File: src/rtl/chess_clock_multi.sv
// N-player chess clock: per-player centisecond countdown timers, Fischer increment,
// first-expiry flag and BCD MM:SS:cc readout of a selected player.

module chess_clock_timer #(
    parameter int TW = 19
) (
    input  logic          clk,
    input  logic          reset,
    input  logic          load,
    input  logic [TW-1:0] base,
    input  logic [TW-1:0] inc,
    input  logic          tick,
    input  logic          move,
    output logic [TW-1:0] t
);
    localparam logic [TW:0] MAX_CS = (TW+1)'(359999);

    logic [TW-1:0] dec;
    logic [TW:0]   sum;
    logic [TW-1:0] nxt;

    // A tick and a move in the same cycle combine as t-1+inc, saturated.
    always_comb begin
        dec = (tick && t != '0) ? t - 1'b1 : t;
        sum = {1'b0, dec} + {1'b0, inc};
        nxt = dec;
        if (move) nxt = (sum > MAX_CS) ? MAX_CS[TW-1:0] : sum[TW-1:0];
    end

    always_ff @(posedge clk or posedge reset) begin
        if (reset)             t <= '0;
        else if (load)         t <= base;
        else if (tick || move) t <= nxt;
    end
endmodule

module chess_clock_multi #(
    parameter int CLK_FREQ_HZ = 50_000_000,
    parameter int TICK_HZ     = 100,
    parameter int NUM_PLAYERS = 2,
    parameter int TW          = 19,
    localparam int PW         = $clog2(NUM_PLAYERS)
) (
    input  logic                   clk,
    input  logic                   reset,
    input  logic                   load,
    input  logic [1:0]             mode_sel,
    input  logic [1:0]             inc_sel,
    input  logic                   start,
    input  logic                   pause,
    input  logic                   move_done,
    input  logic [PW-1:0]          disp_sel,
    output logic [PW-1:0]          active,
    output logic                   running,
    output logic                   game_over,
    output logic [NUM_PLAYERS-1:0] flag,
    output logic [3:0]             min_t,
    output logic [3:0]             min_u,
    output logic [3:0]             sec_t,
    output logic [3:0]             sec_u,
    output logic [3:0]             cs_t,
    output logic [3:0]             cs_u
);
    localparam int DIV_MAX = CLK_FREQ_HZ / TICK_HZ - 1;
    localparam int DIV_W   = (DIV_MAX > 0) ? $clog2(DIV_MAX + 1) : 1;

    typedef enum logic [2:0] {S_IDLE, S_READY, S_RUN, S_PAUSED, S_OVER} state_t;

    state_t                         state, state_n;
    logic [DIV_W-1:0]               div;
    logic [TW-1:0]                  inc_reg;
    logic [TW-1:0]                  base;
    logic [TW-1:0]                  inc_val;
    logic [NUM_PLAYERS-1:0][TW-1:0] times;
    logic [TW-1:0]                  t_act;
    logic [TW-1:0]                  t_sel;
    logic                           tick, expire, mv;

    always_comb begin
        case (mode_sel)
            2'd0:    base = TW'(6000);
            2'd1:    base = TW'(18000);
            2'd2:    base = TW'(60000);
            default: base = TW'(180000);
        endcase
        case (inc_sel)
            2'd0:    inc_val = TW'(0);
            2'd1:    inc_val = TW'(100);
            2'd2:    inc_val = TW'(200);
            default: inc_val = TW'(500);
        endcase
    end

    always_comb begin
        t_act = '0;
        t_sel = '0;
        for (int i = 0; i < NUM_PLAYERS; i++) begin
            if (active == PW'(i))   t_act = times[i];
            if (disp_sel == PW'(i)) t_sel = times[i];
        end
    end

    // load overrides everything; expiry drops a coincident move.
    assign tick   = (state == S_RUN) && !load && (div == DIV_W'(DIV_MAX));
    assign expire = tick && (t_act == TW'(1));
    assign mv     = (state == S_RUN) && !load && move_done && !expire;

    for (genvar i = 0; i < NUM_PLAYERS; i++) begin : g_pl
        chess_clock_timer #(.TW(TW)) u_tmr (
            .clk   (clk),
            .reset (reset),
            .load  (load),
            .base  (base),
            .inc   (inc_reg),
            .tick  (tick && active == PW'(i)),
            .move  (mv && active == PW'(i)),
            .t     (times[i])
        );
    end

    always_comb begin
        state_n = state;
        if (load) begin
            state_n = S_READY;
        end else begin
            case (state)
                S_READY, S_PAUSED: if (start) state_n = S_RUN;
                S_RUN: begin
                    if (expire)     state_n = S_OVER;
                    else if (!mv && pause) state_n = S_PAUSED;
                end
                default: state_n = state;
            endcase
        end
    end

    always_ff @(posedge clk or posedge reset) begin
        if (reset) begin
            state   <= S_IDLE;
            div     <= '0;
            inc_reg <= '0;
            active  <= '0;
            flag    <= '0;
        end else begin
            state <= state_n;
            if (load) begin
                div     <= '0;
                inc_reg <= inc_val;
                active  <= '0;
                flag    <= '0;
            end else if (state == S_RUN) begin
                div <= (tick || mv) ? '0 : div + 1'b1;
                if (expire) flag[active] <= 1'b1;
                if (mv) active <= (active == PW'(NUM_PLAYERS - 1)) ? '0 : active + 1'b1;
            end
        end
    end

    assign running   = (state == S_RUN);
    assign game_over = (state == S_OVER);

    logic [TW-1:0] mins, rem, secs, cs;
    always_comb begin
        mins  = t_sel / TW'(6000);
        rem   = t_sel % TW'(6000);
        secs  = rem / TW'(100);
        cs    = rem % TW'(100);
        min_t = 4'(mins / TW'(10));
        min_u = 4'(mins % TW'(10));
        sec_t = 4'(secs / TW'(10));
        sec_u = 4'(secs % TW'(10));
        cs_t  = 4'(cs / TW'(10));
        cs_u  = 4'(cs % TW'(10));
    end
endmodule

File: config.mk
export PLATFORM = sky130hd
export DESIGN_NAME = chess_clock_multi
export DESIGN_NICKNAME = d
export VERILOG_FILES = /design/src/rtl/chess_clock_multi.sv
export SDC_FILE = /design/constraint.sdc
export NUM_CORES = 1
export LEC_CHECK = 0
export ABC_AREA = 1
export CAP_MARGIN = 25
export CORE_ASPECT_RATIO = 0.6
export CORE_MARGIN = 2
export CORE_UTILIZATION = 65
export CTS_CLUSTER_DIAMETER = 150
export DETAILED_ROUTE_END_ITERATION = 10
export PLACE_DENSITY = 0.81
export SYNTH_ARGS = -nofsm -noshare
export SYNTH_HDL_FRONTEND = slang
export SYNTH_HIERARCHICAL = 1
export SYNTH_SLANG_ARGS = --single-unit
File: constraint.sdc
create_clock -name clk -period 14.6 [get_ports clk]
set_clock_uncertainty 0.2 [all_clocks]
set_input_delay 1.46 -clock clk [delete_from_list [all_inputs] [get_ports clk]]
set_output_delay 1.46 -clock clk [all_outputs]
set_load 0.005 [all_outputs]
==> impl_metrics.toml, run 1 <==
[timing]
tns_ns = 0
setup_violations = 0
fin_crit_sh_pct = 93.1
min_period_ns = 13.59
max_freq_mhz = 73.6
final_max_slew_viol_count = 0
slew_headroom_pct = 25.4
hold_viol = 0
worst_pin_slew_ns = 1.11

[floorplanning]
io_pins = 40
core_area_mm2 = 0.0192
die_w_um = 186
die_area_mm2 = 0.0211
initial_core_util_pct = 67.2
core.rowCount = 39
dieHeight_um = 113

[cells_and_area]
seq_area_mm2 = 0.00170
largest_reg_flops = 38
multiInputGateArea_mm2 = 0.00981
final_nets = 2341
area_growth_syn_to_layout_pct = 7.99
drive_gt1_share_pct = 13.1
fillers = 1714
antenna_cells_inserted = 0

[global_route]
grt_max_degree = 38
use_met2_pct = 48.4
grtUsageMet1_pct = 56.6
antenna_found_initial = 1
grt_pass1_wl_um = 60800
first_global_vias = 12500
grt.busiest_layer = "met1"
use_met3_pct = 7.85
gr-total-overflow = 0
grtUsageTotal_pct = 35.5

[route]
dr.pass1.iters = 6
wl_um = 37000
postRouteAntennaNets = 0
avgViaCountPerCell = 5.61
num_vias = 14200
first_iter_violations = 1511
drc_errors = 0
avgRoutedWirePerCell_um = 14.6

[synth]
synth-seq-cells = 68
yosys.area.top_type = "nand2_1"
seq_area_frac_synth_pct = 13.2
ys_types = 71
yosys-top-cells-count = "668 x nand2_1, 314 x inv_1, 191 x nor2_1"
yosysMostFrequentCell = "nand2_1"
yosys_warnings = 6
avgSynthCellArea_um2 = 5.89
async_flop_share_pct = 100
synth_area_leaders = "nand2_1 19%, dfrtp_1 13%, inv_1 9.1%"
synth_cells = 2193
synth_area_mm2 = 0.0129
synth_top_area_share_pct = 19.4
synth_edf_count = 0
synthFlopType = "dfrtp_1"

[clock_tree]
h-tree-depth = 3
cts_buffers = 9
clk_pin_slew_ns = 0.06
ctsRootBufferMaster = "clkbuf_16"
clock_path_buffers = 2
cts_tree = "yes"
cts_sinks = 68
clock_latency_ns = 0.35

[placement]
place.gp.congestion = 0.968
dp_hpwl_um = 30100
port_buffers = 38

[critical_path]
crit_slowest_cell = "clkdlybuf4s50_1"
reg2regPathDepth = 26
criticalPathCategory = "in2out"
required_ns = 12.94
r2r_end = "g_pl[1].u_tmr/t[9]"
rrSetupSlack_ns = 8.65
cp.arrival_ns = 11.93
worstSetupStartpointType = "input port"
path_common_cell = "nand2_1"
path_max_fanout = 18
slowest_delay_ns = 0.52
reg2reg_from = "state[0]"
end_kind = "output pin"

[run]
maxCapViolations = 0

[hold_path]
hp-start = "flag[1]"
hp-class = "reg2reg"
holdPathEnd = "flag[1]"
holdPathStages = 2

[outcome]
outcome = "completed"
worst max-delay path: cells and delay by family:
family | cells | cell delay, ns
simple gates | 44 | 6.48
buf+inv | 14 | 1.80
fa+ha+maj | 2 | 0.37
mux | 1 | 0.20
compound gates | 4 | 0.97
xor+xnor | 2 | 0.63
logic make-up after synthesis:
logic type / after synthesis / share of synthesized area (%)
mux: 2 / 0.155
simple gates: 1335 / 50.1
xor+xnor: 87 / 6.02
fa+ha+maj: 66 / 6.51
other cells: 2 / 0.0581
flops: 68 / 13.2
buf+inv: 392 / 12.8
compound gates: 241 / 11.1
per-layer routing:
| layer | routed length [µm] | part of all wire (%) | vias up |
|---|---|---|---|
| met2 | 14200 | 38 | 650 |
| met1 | 18400 | 50 | 6436 |
| li1 | - | - | 7076 |
| met3 | 4020 | 11 | 41 |
| met5 | 13 | 0.035 | - |
| met4 | 332 | 0.90 | 2 |
how the worst max path moves through the flow:
stage             start        to  slack, ns  cells past startpoint
2_1_floorplan  disp_sel   cs_u[1]       3.11                     88
3_3_place_gp   disp_sel   cs_u[1]       0.67                     89
3_5_place_dp   disp_sel   cs_u[1]       0.08                     91
4_1_cts        disp_sel   cs_u[1]       0.06                     89
5_1_grt        disp_sel   cs_u[1]      -0.03                     96
6_report       disp_sel  min_u[2]       1.01                     67
area by class of cell:
cell class	count	share of cell area (%)
flip-flops and latches	68	12.2
clock buffers	9	1.61
multi-input cells	1777	70.3
inverters	360	9.91
clock inverters	6	0.296
well taps	266	2.39
repair buffers	48	3.27
timing repair:
action	in CTS	in global routing
setup buffers	0	5
hold buffers	0	0
endpoints found under the setup margin	0	13
gates resized for setup	0	19
through the flow:
step                      instances  utilization, %  hold WS (ns)  instance area [µm²]  worst slack (ns)
after floorplan                2237               -         0.275                13100              3.11
after global placement         2513            70.5         0.275                13600             0.674
after detailed placement       2513            70.5         0.276                13600            0.0751
after CTS                      2528            71.9         0.302                13800            0.0588
after global routing           2534            72.6         0.327                13900           -0.0300
final                          2534            72.6         0.297                13900              1.01
cell usage in the layout, fill, tap and decap left out, drive strengths merged, types with 11 or more instances in the layout:
master         Yosys  final
conb               2     46
xor2              68     68
nand3            207    207
clkinv            12     14
dfrtp             68     68
ha                64     64
o22ai             11     11
inv              348    349
clkdlybuf4s50      0     37
nor4              14     14
xnor2             19     19
o21ai            127    127
a21oi             68     68
nand2            790    790
o21bai            11     11
nand3b            12     12
nor3              37     37
nor2             216    216
nand4             41     41
Power of run 1 is left out: the tool's default activity adds up to more than one toggle a clock period on the data nets, which glitch-free logic cannot reach.
==> run 2, diff against run 1 <==
- ABC_CLOCK_PERIOD_IN_PS: unset -> 14600
==> results of run 2 <==
Final layout, timing and power as in run 1 (identical DEF).
Power of run 2 is left out for the same reason.
==> run 3, diff against run 2 <==
--- a/constraint.sdc
+++ b/constraint.sdc
@@ -4,2 +4,2 @@
 set_output_delay 1.46 -clock clk [all_outputs]
-set_load 0.005 [all_outputs]
+set_load 0.01 [all_outputs]
==> run 3 against run 2 <==
  * Flip-flop and latch count did not move
  * Register-to-register slack got worse by 0.04 ns
  * Die area did not move
  * Worst hold slack got worse by 0.013 ns
  * Critical path depth rose by 20
  * Setup slack got worse by 0.064 ns
==> impl_metrics.toml, run 3 (synthesized netlist as in run 1, its figures left out) <==
[outcome]
outcome = "completed"

[floorplanning]
dieHeight_um = 113
initial_core_util_pct = 67.2
io_pins = 40
die_area_mm2 = 0.0211
core_area_mm2 = 0.0192
die_w_um = 186
core.rowCount = 39

[critical_path]
crit_slowest_cell = "clkdlybuf4s50_1"
slowest_delay_ns = 0.54
worstSetupStartpointType = "input port"
cp_top_family = "simple AND/OR/NAND/NOR gates"
critPathBufInv = 10
criticalPathCategory = "in2out"
cp.arrival_ns = 12.00
path_max_fanout = 18
required_ns = 12.94
end_kind = "output pin"
path_common_cell = "nand2_1"

[clock_tree]
clock_path_buffers = 2
cts_tree = "yes"
cts_buffers = 9
clock_latency_ns = 0.35
postCtsHoldBufs = 0
clk_pin_slew_ns = 0.05
ctsRootBufferMaster = "clkbuf_16"
h-tree-depth = 3
cts_sinks = 68

[global_route]
first_global_vias = 12500
antenna_found_initial = 0
grtUsageTotal_pct = 35.6
grt_pass1_wl_um = 60900
grt_max_degree = 38
gr-total-overflow = 0

[cells_and_area]
final_common_cell = "nand2_1"
final_cell_mix = "667 x nand2_1, 314 x inv_1, 190 x nor2_1, 168 x nand3_1, 94 x o21ai_0"
fin_cells = 2534
final_util_pct = 72.5
antenna_cells_inserted = 0
final_nets = 2341
drive_gt1_share_pct = 13.1
area_growth_syn_to_layout_pct = 7.86
largest_reg_flops = 38

[placement]
place.gp.congestion = 0.966
port_buffers = 38
dp_cells = 2513
dp_hpwl_um = 30200

[timing]
worst_pin_slew_ns = 1.05
hold_ws_ns = 0.284
min_period_ns = 13.66
final_max_slew_viol_count = 0
fin_crit_sh_pct = 93.5
max_freq_mhz = 73.2
setup_violations = 0
hold_viol = 0
slew_headroom_pct = 29.5

[run]
maxCapViolations = 0

[route]
avgViaCountPerCell = 5.60
dr.pass1.iters = 6
num_vias = 14200
drc_errors = 0
avgRoutedWirePerCell_um = 14.7
wl_um = 37200
postRouteAntennaNets = 0
first_iter_violations = 1613

[hold_path]
hp-class = "reg2reg"
[run 3: final cells by class]
| cell class | count | area (µm²) |
|---|---|---|
| Multi-Input combinational cell | 1777 | 9780 |
| Fill cell | 1730 | 5290 |
| Sequential cell | 68 | 1700 |
| Inverter | 360 | 1380 |
| Timing Repair Buffer | 48 | 469 |
| Tap cell | 266 | 333 |
| Clock buffer | 9 | 225 |
| Clock inverter | 6 | 41.3 |
[run 3: final timing paths]
path	from	to	slack (ns)	cells after the start
max	disp_sel	cs_u[3]	0.94	87
min reg2reg	flag[0]	flag[0]	0.28	2
max in group asynchronous	reset	g_pl[0].u_tmr/t[5]	12.24	2
max reg2reg	state[0]	g_pl[1].u_tmr/t[18]	8.61	26
min	flag[0]	flag[0]	0.28	2
min in group asynchronous	reset	flag[1]	1.41	3
[run 3: per-stage QoR]
stage | setup WS, ns | TNS [ns] | cell area (µm²)
floorplan | 3.00 | 0 | 13100
global placement | 0.640 | 0 | 13600
detailed placement | 0.0405 | 0 | 13600
CTS | 0.0250 | 0 | 13800
global route | -0.0792 | -0.205 | 13900
finish | 0.944 | 0 | 13900
[run 3: per-layer routing]
metal	global-route usage, %	routed length [µm]	vias to the layer above	share of wire [%]
met5	0	0	-	0
met4	5.25	255	0	0.68
met3	7.95	4430	34	12
met2	49.0	14400	667	39
met1	56.4	18200	6418	49
li1	-	-	7082	-
[run 3: timing repair]
action	in CTS	in global routing
hold endpoints to repair	0	0
gates resized for setup	0	15
endpoints found under the setup margin	0	13
buffers inserted	0	5
[run 3: tightest hold or removal path, cell delays in order, from the launching register on]
cell,delay (ns)
dfrtp_1,0.34
nand2_1,0.05
o31ai_1,0.06
Power of run 3 is left out for the same reason.
